<file path="config.mk">
export PLATFORM = sky130hd
export DESIGN_NAME = alert_monitor
export DESIGN_NICKNAME = d
export VERILOG_FILES = /design/src/rtl/alert_monitor.sv
export SDC_FILE = /design/constraint.sdc
export NUM_CORES = 1
export LEC_CHECK = 0
export CAP_MARGIN = 10
export CORE_MARGIN = 10
export CORE_UTILIZATION = 45
export CTS_CLUSTER_DIAMETER = 80
export DETAILED_ROUTE_END_ITERATION = 10
export GPL_TIMING_DRIVEN = 0
export PLACE_DENSITY = 0.77
export SKIP_CTS_REPAIR_TIMING = 1
export SKIP_LAST_GASP = 1
export SYNTH_ARGS = -nofsm -noshare
export SYNTH_HDL_FRONTEND = slang
export SYNTH_SLANG_ARGS = --single-unit
</file>
<file path="constraint.sdc">
create_clock -name clk -period 2.8 [get_ports clk]
set_input_delay 0.28 -clock clk [delete_from_list [all_inputs] [get_ports clk]]
set_output_delay 0.28 -clock clk [all_outputs]
set_load 0.02 [all_outputs]
</file>
<file path="src/rtl/alert_monitor.sv">
// Alert conditioning for the piezo driver: debounced battery-low with hysteresis,
// overspeed with minimum hold time and release band, and a steering-gated moving flag.
module alert_monitor #(
  parameter logic [11:0] BATT_LOW_TH = 12'h800,
  parameter logic [11:0] BATT_HYST   = 12'h040,
  parameter int unsigned BATT_CNT    = 16,
  parameter logic [11:0] OVR_SPD_TH  = 12'd1536,
  parameter logic [11:0] SPD_HYST    = 12'd64,
  parameter int unsigned OVR_HOLD    = 25000000,
  parameter logic [11:0] MOVE_TH     = 12'd32
) (
  input  logic                     clk,
  input  logic                     rst,
  input  logic [11:0]              batt,
  input  logic                     batt_vld,
  input  logic signed [11:0]       spd,
  input  logic                     spd_vld,
  input  logic                     en_steer,
  output logic                     moving,
  output logic                     ovr_spd,
  output logic                     batt_low
);

  localparam int DATA_W = 12;
  localparam int HOLD_W = (OVR_HOLD < 2) ? 1 : $clog2(OVR_HOLD + 1);
  localparam logic [HOLD_W-1:0] HOLD_RELOAD = HOLD_W'(OVR_HOLD);
  localparam logic [7:0]        CNT_TGT     = 8'(BATT_CNT);
  localparam logic [DATA_W-1:0] REL_TH      = (SPD_HYST > OVR_SPD_TH) ? '0 : OVR_SPD_TH - SPD_HYST;

  // |v| with the most negative code clamped to the largest positive code.
  function automatic logic [DATA_W-1:0] abs_sat(input logic signed [DATA_W-1:0] v);
    if (!v[DATA_W-1])
      return $unsigned(v);
    else if (v[DATA_W-2:0] == '0)
      return {1'b0, {(DATA_W-1){1'b1}}};
    else
      return $unsigned(-v);
  endfunction

  function automatic logic [DATA_W-1:0] rec_th_sat(input logic [DATA_W-1:0] th,
                                                   input logic [DATA_W-1:0] hyst);
    logic [DATA_W:0] s;
    s = {1'b0, th} + {1'b0, hyst};
    return s[DATA_W] ? '1 : s[DATA_W-1:0];
  endfunction

  localparam logic [DATA_W-1:0] REC_TH = rec_th_sat(BATT_LOW_TH, BATT_HYST);

  typedef enum logic [1:0] {BOK, BLOW_PEND, BLOW, BOK_PEND} batt_st_e;

  batt_st_e          state_q;
  logic [7:0]        cnt_q;
  logic              batt_low_q;

  logic [DATA_W-1:0] mag_q, mag_d;
  logic              upd_q;
  logic [HOLD_W-1:0] hold_q, hold_d;
  logic              ovr_q, ovr_d;
  logic              moving_q, moving_d;
  logic              is_low, is_rec, over;

  assign is_low = batt < BATT_LOW_TH;
  assign is_rec = batt >= REC_TH;

  // Battery debounce FSM; advances only on strobed samples.
  always_ff @(posedge clk) begin
    if (rst) begin
      state_q    <= BOK;
      cnt_q      <= '0;
      batt_low_q <= 1'b0;
    end else if (batt_vld) begin
      case (state_q)
        BOK: if (is_low) begin
          if (CNT_TGT <= 8'd1) begin
            state_q    <= BLOW;
            cnt_q      <= '0;
            batt_low_q <= 1'b1;
          end else begin
            state_q <= BLOW_PEND;
            cnt_q   <= 8'd1;
          end
        end
        BLOW_PEND: if (is_low) begin
          if (cnt_q + 8'd1 >= CNT_TGT) begin
            state_q    <= BLOW;
            cnt_q      <= '0;
            batt_low_q <= 1'b1;
          end else begin
            cnt_q <= cnt_q + 8'd1;
          end
        end else begin
          state_q <= BOK;
          cnt_q   <= '0;
        end
        BLOW: if (is_rec) begin
          if (CNT_TGT <= 8'd1) begin
            state_q    <= BOK;
            cnt_q      <= '0;
            batt_low_q <= 1'b0;
          end else begin
            state_q <= BOK_PEND;
            cnt_q   <= 8'd1;
          end
        end
        BOK_PEND: if (is_rec) begin
          if (cnt_q + 8'd1 >= CNT_TGT) begin
            state_q    <= BOK;
            cnt_q      <= '0;
            batt_low_q <= 1'b0;
          end else begin
            cnt_q <= cnt_q + 8'd1;
          end
        end else begin
          state_q <= BLOW;
          cnt_q   <= '0;
        end
        default: begin
          state_q <= BOK;
          cnt_q   <= '0;
        end
      endcase
    end
  end

  // Overspeed is judged only on a freshly captured magnitude; the hold
  // counter then keeps the alert up so the piezo pattern cannot chatter.
  always_comb begin
    mag_d    = spd_vld ? abs_sat(spd) : mag_q;
    over     = upd_q && (mag_q > OVR_SPD_TH);
    hold_d   = hold_q;
    ovr_d    = ovr_q;
    if (over) begin
      hold_d = HOLD_RELOAD;
      ovr_d  = 1'b1;
    end else begin
      if (hold_q != '0) hold_d = hold_q - HOLD_W'(1);
      if (hold_d == '0 && mag_q <= REL_TH) ovr_d = 1'b0;
    end
    moving_d = en_steer && (mag_q >= MOVE_TH);
  end

  always_ff @(posedge clk) begin
    if (rst) begin
      mag_q    <= '0;
      upd_q    <= 1'b0;
      hold_q   <= '0;
      ovr_q    <= 1'b0;
      moving_q <= 1'b0;
    end else begin
      mag_q    <= mag_d;
      upd_q    <= spd_vld;
      hold_q   <= hold_d;
      ovr_q    <= ovr_d;
      moving_q <= moving_d;
    end
  end

  assign moving   = moving_q;
  assign ovr_spd  = ovr_q;
  assign batt_low = batt_low_q;

endmodule

</file>
==> metrics, run 1 <==
status finished, violations left; failing checks negative setup slack; critical-path cell list or4_4 > or4b_4 > buf_6 > nor3_4 > buf_4 > or4_1 > xor2_1 > nand3_1 > o31a_1; R2R Setup Slk -110 ps; Max IR drop VDD 0.000571 V; average wire per standard cell 14.2 um; setup violators final 1; fin area 0.00322 sq mm; placed instance area 0.00304 sq mm; drt drc 0; Synth Area per Inst 8.24 sq um; Period minus WS final 2910 ps; share of layout cells above drive strength 1 9.04%; unrepaired setup endpoints after global routing true; pre-CTS setup slack -354 ps; later-pin clock latency in the skew report 310 ps; Synth Area in Simple Gates 28.3%; Net Count, Synth 361; final wirelength 6.23 mm; synthesized flop and latch total 51; Worst Path Max Fanout 6; number of flops mapped to enable cells by yosys 0; Cell Area, Synth 0.00270 sq mm; initial antenna violation count 0; Core Box Area 0.00589 sq mm; GR Util All Layers 12.6%; Critical Path Sink Type flip-flop; post-synthesis adder-cell area fraction 1.85%; Mapped Cells 328; buffers added on ports 24; Inserted Clock Buffers 5; std cell rows 28; GRT overflow 0; Top Metal Used met4; metal2 WL 3.11 mm; critical path type flip-flop to flip-flop; io pins 32; MaxCap Viol Count 0; Reg clk slew, reported paths 110 ps; initial DRC count 115; Antenna Diode Count 0; Die Area 0.00950 sq mm; Clock Sinks 51; DIE HEIGHT 97.5 um; compound-cell area share of the yosys netlist 17.0%; largest net degree at the start of global routing 19; Clock Tree Buf Depth 2; skew final 13.4 ps; largest family of logic cells by synthesized area simple AND/OR/NAND/NOR gates; CTS root buf clkbuf_8; Slowest-stage cell, CP or4_4; sequential area share after synthesis 37.8%; CTS tree yes; Hold WC Path Type input pin to flip-flop; Worst Hold Launch rst; worst r2r src hold_q[20]; biggest cell delay along the critical path 530 ps; met1 WL 2.81 mm; PD cells 1090 mW/mm^2; Hold Vio Cnt, Final 0; global-route wire length before repair 10.5 mm; ys flop type dfxtp_1; Worst Tran Pin Value 813 ps; placed wire-length estimate 4.58 mm; area growth from synthesis to layout 19.2%; Synth Warn # 0; max-slew violations 0; final setup margin -108 ps; vias in the first global route 2390; Pre-antenna DRT Iters 4; Worst Path Required 3010 ps; ys async rst share 0%; Die Wd 97.5 um; met3 WL post-DR 246 um; Starting Density 45.9%; Final Cycle Share 104%; post-synthesis mux area share 1.48%; routed via count 2446; Synth cell types 52; XOR/XNOR share of the synthesized area 9.73%; LEAKAGE 1.21 nW; post-route ant nets 0; Reg2Reg Depth 9; WHS Endpoint cnt_q[0]; vias per cell 5.56; Rel. slew slack 45.6%; RD Place Congestion 0.894; Final nets 397; fmax 344 MHz; Startpoint Class flip-flop; Reg-to-Reg End ovr_spd; hold path cells 2; htree depth 2; CP arrival 3120 ps
[per-stage QoR]
| step | TNS (ps) | cells | power, mW | util (%) | hold WS (ps) |
|---|---|---|---|---|---|
| after CTS | -1090 | 435 | 3.29 | 53.2 | 478 |
| after detailed placement | -1020 | 427 | 2.83 | 51.6 | 474 |
| after global placement | -878 | 427 | 2.77 | 51.6 | 468 |
| after global routing | -206 | 440 | 3.78 | 54.7 | 513 |
| final | -108 | 440 | 3.50 | 54.7 | 468 |
| after floorplan | 0 | 328 | 2.48 | - | 410 |
[kinds of logic (layout without fill, tap and decap cells)]
logic type / after synthesis / count (layout)
AND/OR/NAND/NOR: 146 / 146
flip-flops: 51 / 51
AO/OA/AOI/OAI: 70 / 70
XOR/XNOR: 30 / 30
buffers and inverters: 23 / 60
adder cells (fa/ha/maj): 4 / 4
multiplexers: 4 / 4
[registers in the layout (all words and copies together), names as in the netlist]
signal	cells
upd_q	1
cnt_q	8
batt_low	1
hold_q	25
state_q	2
moving	1
ovr_spd	1
mag_q	12
[worst max-delay path by stage]
| stage | startpoint | endpoint | slack [ps] |
|---|---|---|---|
| after floorplan | hold_q[10] | ovr_spd | 40 |
| after global placement | hold_q[20] | ovr_spd | -330 |
| after detailed placement | hold_q[20] | ovr_spd | -350 |
| after CTS | hold_q[20] | ovr_spd | -370 |
| after global routing | hold_q[20] | ovr_spd | -210 |
| final | hold_q[20] | ovr_spd | -110 |
[synthesized netlist by cell type, types with 3 or more instances]
library cell	count	area [sq um]
mux2i_1	4	40.0
nand3_1	10	50.1
or4_1	6	45.0
o31ai_1	3	22.5
a31oi_1	3	18.8
nand3b_1	3	22.5
o21ai_0	8	40.0
and2_1	5	31.3
nor4_1	7	43.8
xor2_1	15	131
a211oi_1	10	75.1
ha_1	4	50.1
or3_1	6	37.5
clkbuf_1	11	41.3
a21oi_1	25	125
nand2_1	21	78.8
dfxtp_1	51	1020
xnor2_1	15	131
nor2_1	43	161
inv_1	8	30.0
nand2b_1	5	31.3
nor2b_1	6	37.5
o211ai_1	3	22.5
nor3_1	19	95.1
[layout by cell type, fill, tap and decap left out, drive strengths merged, types with 2 or more instances in the layout]
cell type,n
or3,7
a211oi,10
mux2i,4
or4b,2
or2,2
o31ai,3
or4,6
o21ai,10
xnor2,15
clkdlybuf4s50,24
ha,4
o211ai,3
a21oi,25
clkbuf,16
nor2,43
nand2,21
xor2,15
nand4,2
buf,9
nand2b,5
inv,10
nand3,10
nor2b,6
nor3,20
a2111oi,3
nor4,7
nand3b,3
and3,2
and2,5
dfxtp,51
a21o,2
o311ai,2
a31oi,3
[layer usage]
layer | GRT usage (%) | vias up
li1 | - | 1256
met1 | 14.5 | 1133
met2 | 22.2 | 48
met3 | 2.99 | 9
met4 | 3.91 | 0
met5 | 0 | -
[cell type report]
class / instances / area, sq um
Sequential cell: 51 / 1030
Multi-Input combinational cell: 254 / 1620
Clock inverter: 3 / 26.3
Timing Repair Buffer: 30 / 285
Clock buffer: 5 / 68.8
Buffer: 14 / 68.8
Inverter: 8 / 30.0
Tap cell: 75 / 93.8
Fill cell: 556 / 2670
[where the power goes]
| part | leakage, nW | internal (mW) | total (mW) | switching (mW) |
|---|---|---|---|---|
| clock | 0.0491 | 0.184 | 0.452 | 0.268 |
| combinational | 0.741 | 0.923 | 1.98 | 1.06 |
| sequential | 0.420 | 0.904 | 1.06 | 0.157 |
[critical path: cells and delay by family (launching register included)]
| family | cells | cell delay (ps) |
|---|---|---|
| AO/OA/AOI/OAI | 1 | 310 |
| XOR/XNOR | 1 | 230 |
| buffers and inverters | 2 | 350 |
| flip-flops | 1 | 360 |
| AND/OR/NAND/NOR | 5 | 1550 |
No activity file was read; power rests on OpenSTA's default activity.
==> inputs of run 2 (changes only) <==
--- a/config.mk
+++ b/config.mk
@@ -5,12 +5,13 @@
 export SDC_FILE = /design/constraint.sdc
 export NUM_CORES = 1
 export LEC_CHECK = 0
-export CAP_MARGIN = 10
+export CAP_MARGIN = 15
 export CORE_MARGIN = 10
 export CORE_UTILIZATION = 45
 export CTS_CLUSTER_DIAMETER = 80
 export DETAILED_ROUTE_END_ITERATION = 10
 export GPL_TIMING_DRIVEN = 0
+export HOLD_SLACK_MARGIN = 0.06
 export PLACE_DENSITY = 0.77
 export SKIP_CTS_REPAIR_TIMING = 1
 export SKIP_LAST_GASP = 1
==> constraint.sdc (replaced) <==
create_clock -name clk -period 2.52 [get_ports clk]
set_input_delay 0.252 -clock clk [delete_from_list [all_inputs] [get_ports clk]]
set_output_delay 0.252 -clock clk [all_outputs]
set_load 0.02 [all_outputs]
==> metrics, run 2 (synthesized netlist as in run 1, its figures left out) <==
critical-path cell list or4_4 > or4b_4 > nor3_4 > buf_6 > mux2i_2 > a2111oi_4 > o21ai_1 > o31a_1 (was or4_4 > or4b_4 > buf_6 > nor3_4 > buf_4 > or4_1 > xor2_1 > nand3_1 > o31a_1); initial DRC count 143 (was 115); Clock Sinks 51 (unchanged); Startpoint Class flip-flop (unchanged); Worst Path Max Fanout 7 (was 6); setup violators final 1 (unchanged); share of layout cells above drive strength 1 10.7% (was 9.04%); DIE HEIGHT 97.5 um (unchanged); Period minus WS final 2810 ps (was 2910 ps); Fill cells 564 (was 556); initial antenna violation count 0 (unchanged); Largest Register hold_q (unchanged); buffers added on ports 24 (unchanged); setup TNS -288 ps (was -108 ps); Worst Tran Pin Value 805 ps (was 813 ps); vias in the first global route 2365 (was 2390); most frequent cells in the layout dfxtp_1 (50), nor2_1 (42), a21oi_1 (25), clkdlybuf4s50_1 (24), nand2_1 (21) (was dfxtp_1 (49), nor2_1 (43), a21oi_1 (25), clkdlybuf4s50_1 (24), nand2_1 (21)); LEAKAGE 1.22 nW (was 1.21 nW); critical path type flip-flop to flip-flop (unchanged); Critical Path Sink Type flip-flop (unchanged); placed instance area 0.00307 sq mm (was 0.00304 sq mm); placed wire-length estimate 4.51 mm (was 4.58 mm); PD cells 1240 mW/mm^2 (was 1090 mW/mm^2); Final nets 396 (was 397); CTS tree yes (unchanged); GRT overflow 0 (unchanged); MaxCap Viol Count 0 (unchanged); vias per cell 5.66 (was 5.56); final setup margin -288 ps (was -108 ps); Die Area 0.00950 sq mm (unchanged); Rel. slew slack 46.1% (was 45.6%); RD Place Congestion 0.891 (was 0.894); htree depth 2 (unchanged); max-slew violations 0 (unchanged); Antenna Diode Count 0 (unchanged); fin area 0.00327 sq mm (was 0.00322 sq mm); final wirelength 6.29 mm (was 6.23 mm); status finished, violations left (unchanged); drt drc 0 (unchanged); CP arrival 3020 ps (was 3120 ps); non-filler instance count after layout 439 (was 440); routed via count 2485 (was 2446); Final Cycle Share 111% (was 104%); Max IR drop VDD 0.000608 V (was 0.000571 V); failing checks negative setup slack (unchanged); pre-CTS setup slack -401 ps (was -354 ps); Pre-antenna DRT Iters 4 (unchanged); later-pin clock latency in the skew report 310 ps (about the same); io pins 32 (unchanged); global-route wire length before repair 10.4 mm (was 10.5 mm); Starting Density 45.9% (unchanged); std cell rows 28 (unchanged); area growth from synthesis to layout 21.1% (was 19.2%); Clock Tree Buf Depth 2 (unchanged); largest net degree at the start of global routing 20 (was 19); Hold WS 451 ps (was 468 ps); Largest regs hold_q (25), mag_q (12), cnt_q (8) (unchanged); most common cell after layout, fill and taps aside dfxtp_1 (unchanged); max FFs per register 25 (unchanged); skew final 3.84 ps (was 13.4 ps); Hold Vio Cnt, Final 0 (unchanged); average wire per standard cell 14.3 um (was 14.2 um); post-route ant nets 0 (unchanged); CTS root buf clkbuf_8 (unchanged); Core Box Area 0.00589 sq mm (unchanged); GR Util All Layers 12.3% (was 12.6%); Worst Path Required 2730 ps (was 3010 ps); Hold WC Path Type input pin to flip-flop (unchanged); fmax 356 MHz (was 344 MHz); Reg clk slew, reported paths 100 ps (was 110 ps); Die Wd 97.5 um (unchanged); dpl cells 427 (unchanged); Inserted Clock Buffers 5 (unchanged); biggest cell delay along the critical path 580 ps (was 530 ps); Slowest-stage cell, CP or4b_4 (was or4_4); unrepaired setup endpoints after global routing true (unchanged)
## run 2: changes by cell type in the layout (fill, tap and decap cells not counted), moves of 2 or more
cell,before,now
inv_8,0,2
nor3_1,19,16
nor3_2,0,3
buf_4,6,4
## run 2: final timing paths
check / slack, ps / to / cells past startpoint / startpoint
hold reg to reg: 490 / mag_q[4] / 2 / mag_q[4]
hold / removal: 450 / cnt_q[0] / 2 / rst
setup / recovery: -290 / ovr_spd / 8 / hold_q[21]
setup reg to reg: -290 / ovr_spd / 8 / hold_q[21]
## run 2: layout make-up
class	count	area [sq um]	area share, %
Multi-Input combinational cell	254	1670	51.1
Clock inverter	3	31.3	0.956
Tap cell	75	93.8	2.87
Inverter	8	30.0	0.918
Buffer	14	68.8	2.10
Timing Repair Buffer	29	282	8.61
Sequential cell	51	1020	31.3
Clock buffer	5	68.8	2.10
## run 2: routing by layer
layer	global-route usage, %	part of all wire [%]	vias to the layer above
li1	-	-	1261
met1	15.1	45	1150
met2	20.1	49	62
met3	3.56	4.6	12
met4	4.03	1.6	0
met5	0	0	-
## run 2: report_power, final
group	switching (mW)	leakage, nW	internal, mW
clock	0.309	0.0526	0.213
sequential	0.183	0.419	1.00
combinational	1.28	0.752	1.08
total	1.77	1.22	2.30
## run 2: worst max-delay path: cells and delay by family (launching register included)
kind / cells / cell delay (ps)
and+or+nand+nor: 3 / 1340
AOI/OAI and AO/OA: 3 / 760
DFF: 1 / 370
buffers and inverters: 1 / 150
muxes: 1 / 80
## run 2: stage by stage
stage | util (%) | total power, mW
after global placement | 52.1 | 3.21
after global routing | 55.6 | 4.38
after detailed placement | 52.1 | 3.27
after floorplan | - | 2.87
final | 55.6 | 4.07
after CTS | 53.8 | 3.80
==> inputs of run 3 (changes only) <==
--- a/config.mk
+++ b/config.mk
@@ -6,7 +6,7 @@
 export NUM_CORES = 1
 export LEC_CHECK = 0
 export CAP_MARGIN = 15
-export CORE_MARGIN = 10
+export CORE_MARGIN = 1.5
 export CORE_UTILIZATION = 45
 export CTS_CLUSTER_DIAMETER = 80
 export DETAILED_ROUTE_END_ITERATION = 10
==> metrics, run 3 (synthesized netlist as in run 1, its figures left out) <==
biggest cell delay along the critical path 550 ps (was 580 ps); Critical Path Sink Type flip-flop (unchanged); average wire per standard cell 13.6 um (was 14.3 um); most frequent cells in the layout dfxtp_1 (50), nor2_1 (42), a21oi_1 (25), clkdlybuf4s50_1 (24), nand2_1 (21) (unchanged); post-route ant nets 0 (unchanged); vias in the first global route 2358 (was 2365); Starting Density 46.2% (was 45.9%); Max IR drop VDD 0.000576 V (was 0.000608 V); setup TNS -480 ps (was -288 ps); Pre-antenna DRT Iters 4 (unchanged); Die Wd 80.5 um (was 97.5 um); Slowest-stage cell, CP or4_1 (was or4b_4); Hold Vio Cnt, Final 0 (unchanged); placed wire-length estimate 4.33 mm (was 4.51 mm); Startpoint Class flip-flop (unchanged); PD cells 1250 mW/mm^2 (was 1240 mW/mm^2); max-slew violations 0 (unchanged); largest net degree at the start of global routing 17 (was 20); Hold WS 462 ps (was 451 ps); initial DRC count 153 (was 143); CTS tree yes (unchanged); Clock Tree Buf Depth 2 (unchanged); Hold WC Path Type input pin to flip-flop (unchanged); Reg2Reg Depth 9 (was 8); unrepaired setup endpoints after global routing true (unchanged); final wirelength 5.99 mm (was 6.29 mm); Reg clk slew, reported paths 100 ps (about the same); failing checks negative setup slack (unchanged); max FFs per register 25 (unchanged); hold path cells 2 (unchanged); final setup margin -316 ps (was -288 ps); CTS root buf clkbuf_8 (unchanged); buffers added on ports 24 (unchanged); routed via count 2437 (was 2485); Largest Register hold_q (unchanged); Antenna Diode Count 0 (unchanged); Worst Path Required 2730 ps (about the same); vias per cell 5.55 (was 5.66); Largest regs hold_q (25), mag_q (12), cnt_q (8) (unchanged); Final nets 396 (unchanged); R2R Setup Slk -320 ps (was -290 ps); later-pin clock latency in the skew report 310 ps (about the same); std cell rows 28 (unchanged); Die Area 0.00648 sq mm (was 0.00950 sq mm); critical-path cell list or4_1 > or4b_1 > buf_6 > nor3_4 > buf_4 > nor3_2 > a2111oi_2 > o21ai_1 > o31a_1 (was or4_4 > or4b_4 > nor3_4 > buf_6 > mux2i_2 > a2111oi_4 > o21ai_1 > o31a_1); dpl cells 427 (unchanged); Final Cycle Share 113% (was 111%); Clock Sinks 51 (unchanged); share of layout cells above drive strength 1 9.07% (was 10.7%); Worst Path Max Fanout 7 (unchanged); non-filler instance count after layout 439 (unchanged); GR Util All Layers 19.8% (was 12.3%); GRT overflow 0 (unchanged); most common cell after layout, fill and taps aside dfxtp_1 (unchanged); Final Power 4.08 mW (was 4.07 mW); Rel. slew slack 46.9% (was 46.1%); io pins 32 (unchanged); global-route wire length before repair 10.2 mm (was 10.4 mm); Worst Tran Pin Value 793 ps (was 805 ps); area growth from synthesis to layout 20.8% (was 21.1%); critical path type flip-flop to flip-flop (unchanged); skew final 4.56 ps (was 3.84 ps); Core Box Area 0.00585 sq mm (was 0.00589 sq mm); Period minus WS final 2840 ps (was 2810 ps); setup violators final 5 (was 1); DIE HEIGHT 80.5 um (was 97.5 um); RD Place Congestion 0.841 (was 0.891); status finished, violations left (unchanged); CP arrival 3040 ps (was 3020 ps); initial antenna violation count 0 (unchanged); drt drc 0 (unchanged); fmax 353 MHz (was 356 MHz); Inserted Clock Buffers 5 (unchanged); htree depth 2 (unchanged); MaxCap Viol Count 0 (unchanged); LEAKAGE 1.22 nW (about the same)
-- run 3: per-layer routing --
metal | wire, um | track usage (%) | up-vias | part of all wire, %
li1 | - | - | 1248 | -
met1 | 2620 | 23.2 | 1112 | 44
met2 | 2940 | 35.0 | 69 | 49
met3 | 330 | 4.43 | 8 | 5.5
met4 | 93 | 7.41 | 0 | 1.6
met5 | 0 | 0 | - | 0
-- run 3: final cells by class --
cell class | count | area (sq um)
clock inverter | 2 | 38.8
buffer | 15 | 80.1
clock buffer | 6 | 82.6
multi-input combinational | 254 | 1650
fill | 531 | 2590
inverter | 8 | 30.0
timing repair buffer | 28 | 270
sequential | 51 | 1020
tap | 75 | 93.8
-- run 3: power by group --
| part | switching, mW | internal [mW] | total, mW |
|---|---|---|---|
| registers | 0.178 | 0.997 | 1.17 |
| clock network | 0.288 | 0.327 | 0.615 |
| logic | 1.25 | 1.04 | 2.29 |
| total | 1.72 | 2.37 | 4.08 |
-- run 3: through the flow --
stage          utilization (%)  instance area [sq um]  worst slack, ps
6_report                  55.8                   3260             -316
5_1_grt                   55.8                   3260             -367
4_1_cts                   54.5                   3190             -362
3_5_place_dp              52.4                   3070             -346
3_3_place_gp              52.4                   3070             -337
2_1_floorplan                -                   2730            -73.5
-- run 3: worst paths after layout --
kind | from | endpoint
setup / recovery | hold_q[21] | ovr_spd
hold / removal | rst | cnt_q[0]
setup reg to reg | hold_q[21] | ovr_spd
hold reg to reg | mag_q[0] | mag_q[0]
-- run 3: worst max-delay path, delay by kind of cell (launching register included) --
family / cells / cell delay, ps
AO/OA/AOI/OAI: 3 / 780
flip-flops: 1 / 350
buffers and inverters: 2 / 310
AND/OR/NAND/NOR: 4 / 1290
